**config.mk**
```make
export PLATFORM = sky130hd
export DESIGN_NAME = shared_adder_sched
export DESIGN_NICKNAME = d
export VERILOG_FILES = /design/src/rtl/shared_adder_pkg.sv /design/src/rtl/cla_slice_4.sv /design/src/rtl/shared_adder_sched.sv
export SDC_FILE = /design/constraint.sdc
export NUM_CORES = 1
export LEC_CHECK = 0
export BUFFER_PORTS_ARGS = -buffer_cell sky130_fd_sc_hd__buf_2
export CAP_MARGIN = 20
export CELL_PAD_IN_SITES_DETAIL_PLACEMENT = 1
export CELL_PAD_IN_SITES_GLOBAL_PLACEMENT = 2
export CORE_ASPECT_RATIO = 0.5
export CORE_MARGIN = 2
export CORE_UTILIZATION = 28
export DETAILED_ROUTE_END_ITERATION = 12
export PLACE_DENSITY = 0.77
export SYNTH_ARGS = -nofsm -noshare
export SYNTH_HDL_FRONTEND = slang
export SYNTH_SLANG_ARGS = --single-unit
```
**constraint.sdc**
```tcl
create_clock -name clk -period 1.9 [get_ports clk]
set_input_delay 0.38 -clock clk [delete_from_list [all_inputs] [get_ports clk]]
set_output_delay 0.38 -clock clk [all_outputs]
set_load 0.05 [all_outputs]
```
**src/rtl/shared_adder_pkg.sv**
```systemverilog
// Shared types and constants for the nibble-serial shared adder scheduler.
package shared_adder_pkg;

    typedef enum logic [1:0] {S_IDLE, S_RUN, S_DONE} sched_state_t;

    localparam int SLICE_W = 4;

endpackage

```
**src/rtl/cla_slice_4.sv**
```systemverilog
// Combinational 4-bit carry-lookahead adder slice: {o_co, o_s} = i_a + i_b + i_ci.
module cla_slice_4 (
    input  logic [3:0] i_a,
    input  logic [3:0] i_b,
    input  logic       i_ci,
    output logic [3:0] o_s,
    output logic       o_co
);

    logic [3:0] w_g;
    logic [3:0] w_p;
    logic [4:0] w_c;

    assign w_g = i_a & i_b;
    assign w_p = i_a ^ i_b;

    // Carries flattened from generate/propagate terms rather than rippled.
    assign w_c[0] = i_ci;
    assign w_c[1] = w_g[0] | (w_p[0] & i_ci);
    assign w_c[2] = w_g[1] | (w_p[1] & w_g[0]) | (w_p[1] & w_p[0] & i_ci);
    assign w_c[3] = w_g[2] | (w_p[2] & w_g[1]) | (w_p[2] & w_p[1] & w_g[0])
                  | (w_p[2] & w_p[1] & w_p[0] & i_ci);
    assign w_c[4] = w_g[3] | (w_p[3] & w_g[2]) | (w_p[3] & w_p[2] & w_g[1])
                  | (w_p[3] & w_p[2] & w_p[1] & w_g[0])
                  | (w_p[3] & w_p[2] & w_p[1] & w_p[0] & i_ci);

    assign o_s  = w_p ^ w_c[3:0];
    assign o_co = w_c[4];

endmodule

```
**src/rtl/shared_adder_sched.sv**
```systemverilog
// Round-robin scheduler sharing one 4-bit CLA slice between two requesters;
// each request is summed one nibble per cycle, LSB nibble first.
module shared_adder_sched
    import shared_adder_pkg::*;
#(
    parameter int WIDTH = 16
) (
    input  logic             clk,
    input  logic             rst,
    input  logic             req0_valid,
    output logic             req0_ready,
    input  logic [WIDTH-1:0] req0_a,
    input  logic [WIDTH-1:0] req0_b,
    input  logic             req0_ci,
    input  logic             req1_valid,
    output logic             req1_ready,
    input  logic [WIDTH-1:0] req1_a,
    input  logic [WIDTH-1:0] req1_b,
    input  logic             req1_ci,
    output logic             rsp_valid,
    input  logic             rsp_ready,
    output logic             rsp_id,
    output logic [WIDTH-1:0] rsp_sum,
    output logic             rsp_co
);

    localparam int NSLICE = WIDTH / SLICE_W;
    localparam int IDX_W  = (NSLICE > 1) ? $clog2(NSLICE) : 1;

    if ((WIDTH % SLICE_W) != 0 || WIDTH < SLICE_W) begin : g_bad_width
        $fatal(1, "shared_adder_sched: WIDTH must be a positive multiple of 4");
    end

    sched_state_t     r_state;
    sched_state_t     w_state_next;
    logic             r_rr_ptr;
    logic [WIDTH-1:0] r_a;
    logic [WIDTH-1:0] r_b;
    logic [WIDTH-1:0] r_sum;
    logic             r_carry;
    logic             r_id;
    logic [IDX_W-1:0] r_slice_idx;

    logic             w_accept;
    logic             w_grant_id;
    logic             w_last;
    logic [WIDTH-1:0] w_a_in;
    logic [WIDTH-1:0] w_b_in;
    logic             w_ci_in;
    logic [SLICE_W-1:0]       w_s;
    logic                     w_co;
    logic [WIDTH+SLICE_W-1:0] w_sum_shift;

    // Contention goes to the rr pointer; a lone valid wins outright.
    assign w_grant_id = (req0_valid && req1_valid) ? r_rr_ptr : req1_valid;
    assign w_a_in     = w_grant_id ? req1_a  : req0_a;
    assign w_b_in     = w_grant_id ? req1_b  : req0_b;
    assign w_ci_in    = w_grant_id ? req1_ci : req0_ci;
    assign w_last     = (r_slice_idx == IDX_W'(NSLICE - 1));

    // Operands shift right so the active nibble is always at the bottom;
    // sum nibbles enter at the top and settle into place after NSLICE passes.
    cla_slice_4 u_slice (
        .i_a  (r_a[SLICE_W-1:0]),
        .i_b  (r_b[SLICE_W-1:0]),
        .i_ci (r_carry),
        .o_s  (w_s),
        .o_co (w_co)
    );

    assign w_sum_shift = {w_s, r_sum};

    always_comb begin
        w_state_next = r_state;
        w_accept     = 1'b0;
        req0_ready   = 1'b0;
        req1_ready   = 1'b0;
        unique case (r_state)
            S_IDLE: begin
                if (req0_valid || req1_valid) begin
                    w_accept     = 1'b1;
                    req0_ready   = ~w_grant_id;
                    req1_ready   = w_grant_id;
                    w_state_next = S_RUN;
                end
            end
            S_RUN: begin
                if (w_last) w_state_next = S_DONE;
            end
            S_DONE: begin
                if (rsp_ready) w_state_next = S_IDLE;
            end
            default: w_state_next = S_IDLE;
        endcase
    end

    always_ff @(posedge clk) begin
        if (rst) begin
            r_state     <= S_IDLE;
            r_rr_ptr    <= 1'b0;
            r_a         <= '0;
            r_b         <= '0;
            r_sum       <= '0;
            r_carry     <= 1'b0;
            r_id        <= 1'b0;
            r_slice_idx <= '0;
        end else begin
            r_state <= w_state_next;
            case (r_state)
                S_IDLE: begin
                    if (w_accept) begin
                        r_a         <= w_a_in;
                        r_b         <= w_b_in;
                        r_carry     <= w_ci_in;
                        r_id        <= w_grant_id;
                        r_slice_idx <= '0;
                        r_rr_ptr    <= ~w_grant_id;
                    end
                end
                S_RUN: begin
                    r_a         <= r_a >> SLICE_W;
                    r_b         <= r_b >> SLICE_W;
                    r_sum       <= w_sum_shift[WIDTH+SLICE_W-1:SLICE_W];
                    r_carry     <= w_co;
                    r_slice_idx <= r_slice_idx + IDX_W'(1);
                end
                default: ;
            endcase
        end
    end

    assign rsp_valid = (r_state == S_DONE);
    assign rsp_id    = r_id;
    assign rsp_sum   = r_sum;
    assign rsp_co    = r_carry;

endmodule

```
Word-level counts from Yosys, hierarchy flattened. Index checks and enable logic that the tools add are counted.

Register bits after elaboration: 55. Input bits: 71. Output and inout port bits: 21. Word-level logic and storage cells: 75.

Eq/ne operators: 7. Reductions and logical operators: 7. Bitwise operators: 30. Add/subtract/negate cells: 1. Mux-type cells: 22.

Operators by type and width (number): $mux W16 (4); $pmux W16 S2 (2); $and A1 B1 Y1 (16); $or A1 B1 Y1 (10); $mux W1 (9); $mux W2 (4); $xor A4 B4 Y4 (2); $ne A2 B2 Y1 const B (3); $pmux W2 S3 (1); $and A4 B4 Y4 (1); $eq A2 B2 Y1 const B (2); $pmux W2 S2 (1); $reduce_and A2 Y1 (2); $reduce_and A3 Y1 (1); $add A2 B1 Y2 const B (1); $eq A2 B1 Y1 const B (1); $logic_not A2 Y1 (1); $ne A2 B1 Y1 const B (1); $pmux W1 S2 (1); $reduce_bool A2 Y1 (1); $logic_and A1 B1 Y1 (1); $logic_or A1 B1 Y1 (1); $not A1 Y1 (1).

Logic depth before layout (Yosys ltp).
Word-level depth: 7. Gate-level depth with buffers: 6. Depth with buffers taken out: 5.

Hierarchy. From an unflattened synthesis, not the netlist that was laid out.

Cells, all modules: 265. Area total of the unflattened synthesis: 2581.2 µm².

Modules (own cells, without submodules): shared_adder_sched (seq. area each 1101.1 µm², cells each 248, instances 1, area an instance 2433.6 µm²); cla_slice_4 (seq. area each 0.0 µm², cells each 17, instances 1, area an instance 147.6 µm²).

Worst setup path before layout. OpenSTA, ideal clock, no wires.

Kind: input-to-output. Start: input req1_valid. End: output req0_ready. Arrival: 1.735 ns. Stages: 5. Required time: 1.520 ns. Setup slack: -0.215 ns. Buffers on the path: 3. Path through: buf_2 buf_2 o21ai_2 buf_2 a21oi_1.

Longest elaborated chain between the ends: 5. Elaborated cells on any way between the ends: 6. Classes of those cells: 3 x mux; 1 x bitwise; 2 x reduce/logical.

RTL lines: from (decl) (line shared_adder_sched.sv:15) `input logic req1_valid,`; $logic_and A1 B1 Y1 (line shared_adder_sched.sv:55) `assign w_grant_id = (req0_valid && req1_valid) ? r_rr_ptr : req1_valid;`; $mux W1 (line shared_adder_sched.sv:55); $not A1 Y1 (line shared_adder_sched.sv:82) `req0_ready = ~w_grant_id;`; $mux W1 (*) (line shared_adder_sched.sv:80) `if (req0_valid || req1_valid) begin`; $mux W1 (*) (line shared_adder_sched.sv:78) `unique case (r_state)`; to (decl) (line shared_adder_sched.sv:11) `output logic req0_ready,`.

Mark *: on every way between the ends. The rest lies on a longest branch, timed or not.

Final worst setup path.
Start: register r_state[1]. End: output req1_ready.

Longest elaborated chain between the ends: 2.

RTL lines: from (decl) (line shared_adder_sched.sv:34) `sched_state_t r_state;`; from (signal assigned) (line shared_adder_sched.sv:108) `r_state <= w_state_next;`; $logic_not A2 Y1 (line shared_adder_sched.sv:78); $mux W1 (line shared_adder_sched.sv:78); to (decl) (line shared_adder_sched.sv:16) `output logic req1_ready,`.

Every way passes these cells.

==> results.cfg <==
[synthesis]
postSynthCellCount = 347
ys_ff_latch = 55
synth_enable_flop_cells = 0
yosys.area.top_type = dfxtp_1
yosysSeqAreaShare_pct = 39.08
synthArstFlopShare_pct = 0
yosysWarnings = 0
syn_nets = 424
synthDistinctLibCells = 36
yosysMostFrequentCell = dfxtp_1
synthFlopType = dfxtp_1
syn_area_per_cell_um2 = 8.120
synth_top_area_share_pct = 39.08
netlist_top_cells_area = dfxtp_1 (39%), a21oi_1 (8.7%), and3_1 (7.5%), a22oi_1 (6.9%), a21boi_1 (5.6%)
yosys-top-cells-count = dfxtp_1 (55), a21oi_1 (49), and3_1 (34), o21ai_1 (29), nand2_1 (27)
netlist_area_um2 = 2818

[finish]
stdcell_count = 560
nets = 502
syn_to_final_growth_pct = 25.84
fillers = 1182
drive_gt1_share_pct = 28.00
n_antenna_cell = 0
fin_util_pct = 36.93
postLayoutCellArea_um2 = 3546

[sta]
max_freq_mhz = 557.3
period_needed_ns = 1.794
rsz0062_at_grt = false
max-slew-margin-rel_pct = 61.38
worst_pin_slew_ns = 0.5792
finClkSkew_ns = 0.003902
post-route-period-util_pct = 94.43
hold_viol = 0
slew_violations = 0
finalSetupTns_ns = 0
finalSetupViolCount = 0
setup_ws_ns = 0.1058

[global_routing]
grt.total_usage_pct = 16.19
grt_max_degree = 47
grt_pass1_vias = 2882
grt_overflow = 0
antenna_found_initial = 0
grt_pass1_wl_um = 14210

[routing]
vias = 2814
drc = 0
ant_nets = 0
wl_per_cell_um = 15.64
wl_um = 8757
drt-pass1-iter-count = 4
first_iter_violations = 192
via_per_inst = 5.025

[clocking]
cts_tree = yes
cts_sinks = 55
htreeDepth = 2
clockBufferDepth = 2
clkSlewWorstSetupHoldPaths_ns = 0.07
numCtsBuffers = 5
cts_hold_buf = 0
cts_root_buf = clkbuf_16
clk_latency_ns = 0.29

[worst_hold_path]
hold_depth = 4
hold_end = r_state[1]
hp-class = input port to register
holdCritStartpoint = rsp_ready

[worst_setup_path]
reg2reg_slack_ns = 0.23
critPathSlowestCell = dfxtp_1
crit_required_ns = 1.52
r2r_start = r_a[0]
path_max_fanout = 5
reg2reg_depth = 5
worst_setup_path_end_kind = primary output
cp.arrival_ns = 1.41
crit_type = register to primary output
cp.buffers_inverters = 1
reg2reg_to = rsp_sum[15]
critPathMaxStageDelay_ns = 0.39
crit_chain = nor2_2 > and3_1 > buf_2
cp-start-kind = register
crit_family = simple AND/OR/NAND/NOR gates

[power]
p_leak_nw = 1.547
p_comb_share_pct = 21.6
max-vdd-ir-drop_mv = 0.2874
power_switching_mw = 0.8301
clkPwrFrac_pct = 32.7
power_density_nw_per_um2 = 794.3
p_sw_share_pct = 29.47
p_int_mw = 1.986
seq_power_share_pct = 45.7

[placed_design]
portBuffers = 91
dp.cells = 553
routabilityCongestion = 0.7450
post-place-ws_ns = 0.2843
hpwl_um = 6669
post_dp_cell_area_um2 = 3400

[floorplan]
fp.dieArea_um2 = 10930
dieHeight_um = 74.94
design.core.area_um2 = 9603
start_util_pct = 29.34
io_pins = 92
die_x_um = 145.9
rows = 25

[job]
drv_cap = 0

[status]
outcome = complete, no violations
[tightest hold or removal path, cell delays in order]
cell	delay, ns
buf_2	0.08
nor2_1	0.04
a22oi_1	0.13
nor2_1	0.05
[final cells by class]
type / instances / area (um^2) / area share (%)
multi-input cells: 252 / 1533 / 43.23
flip-flops and latches: 55 / 1101 / 31.05
repair buffers: 106 / 580.6 / 16.37
well taps: 135 / 168.9 / 4.764
clock buffers: 6 / 138.9 / 3.917
inverters: 5 / 18.77 / 0.5293
clock inverters: 1 / 5.005 / 0.1411
[worst max path at each step]
| stage | start | end | slack (ns) | cells past startpoint |
|---|---|---|---|---|
| 5_1_grt | r_b[0] | rsp_sum[15] | 0.04 | 5 |
| 2_1_floorplan | req1_valid | req0_ready | 0.1 | 5 |
| 4_1_cts | r_state[0] | req1_ready | 0.04 | 3 |
| 3_3_place_gp | r_a[0] | rsp_sum[15] | 0.35 | 5 |
| 6_report | r_state[1] | req1_ready | 0.11 | 3 |
| 3_5_place_dp | r_b[0] | rsp_sum[15] | 0.28 | 5 |
[state kept, by name, summed over array words and instances, names as in the netlist]
register / count
r_slice_idx: 2
rsp_sum: 16
rsp_id: 1
r_state: 2
r_b: 16
rsp_co: 1
r_a: 16
r_rr_ptr: 1
[what timing repair did]
item | 4_1_cts | 5_1_grt
setup buffers | 0 | 0
setup endpoints to repair | 0 | 1
resized for setup | 0 | 1
[per-layer routing]
| layer | share of wire [%] | track usage (%) | wire (um) |
|---|---|---|---|
| met5 | 0 | 0 | 0 |
| met4 | 0.73 | 3.595 | 64 |
| met3 | 3.8 | 3.455 | 329 |
| met2 | 46 | 29.25 | 4072 |
| met1 | 49 | 20.45 | 4290 |
[cells by family after synthesis]
group	synth area share [%]
AO/OA/AOI/OAI	34.24
XOR/XNOR	0.3109
adder cells (fa/ha/maj)	2.931
buffers and inverters	7.016
flip-flops	39.08
AND/OR/NAND/NOR	16.43
[stage by stage]
step                      power (mW)  hold WS [ns]
after CTS                      2.852        0.4315
after global routing           2.975        0.4435
after floorplan                1.713        0.4285
final                          2.817        0.4325
after global placement         1.903        0.4394
after detailed placement       1.924        0.4602
[power by group through the flow]
stage                     clock network [mW]  registers (mW)  logic (mW)
after CTS                              0.951            1.29       0.615
after global placement                     0            1.31       0.594
after global routing                    1.00            1.29       0.677
after detailed placement                   0            1.31       0.613
after floorplan                            0            1.34       0.370
final                                  0.921            1.29       0.609
[placed cells by master, fill, tap and decap left out, types with 4 or more instances in the layout]
master	synthesis	routed
a21oi_1	49	48
o21ai_0	5	5
buf_4	2	14
dfxtp_1	55	55
inv_1	5	5
nand2_1	27	27
buf_2	14	91
nand3_1	10	10
a211oi_1	4	4
o21ai_1	29	29
and3_1	34	34
a22oi_1	26	26
a21boi_1	21	21
clkbuf_16	0	5
ha_1	5	5
nor2_1	13	12
a21boi_0	12	12
(Power assumes the default switching activity.)
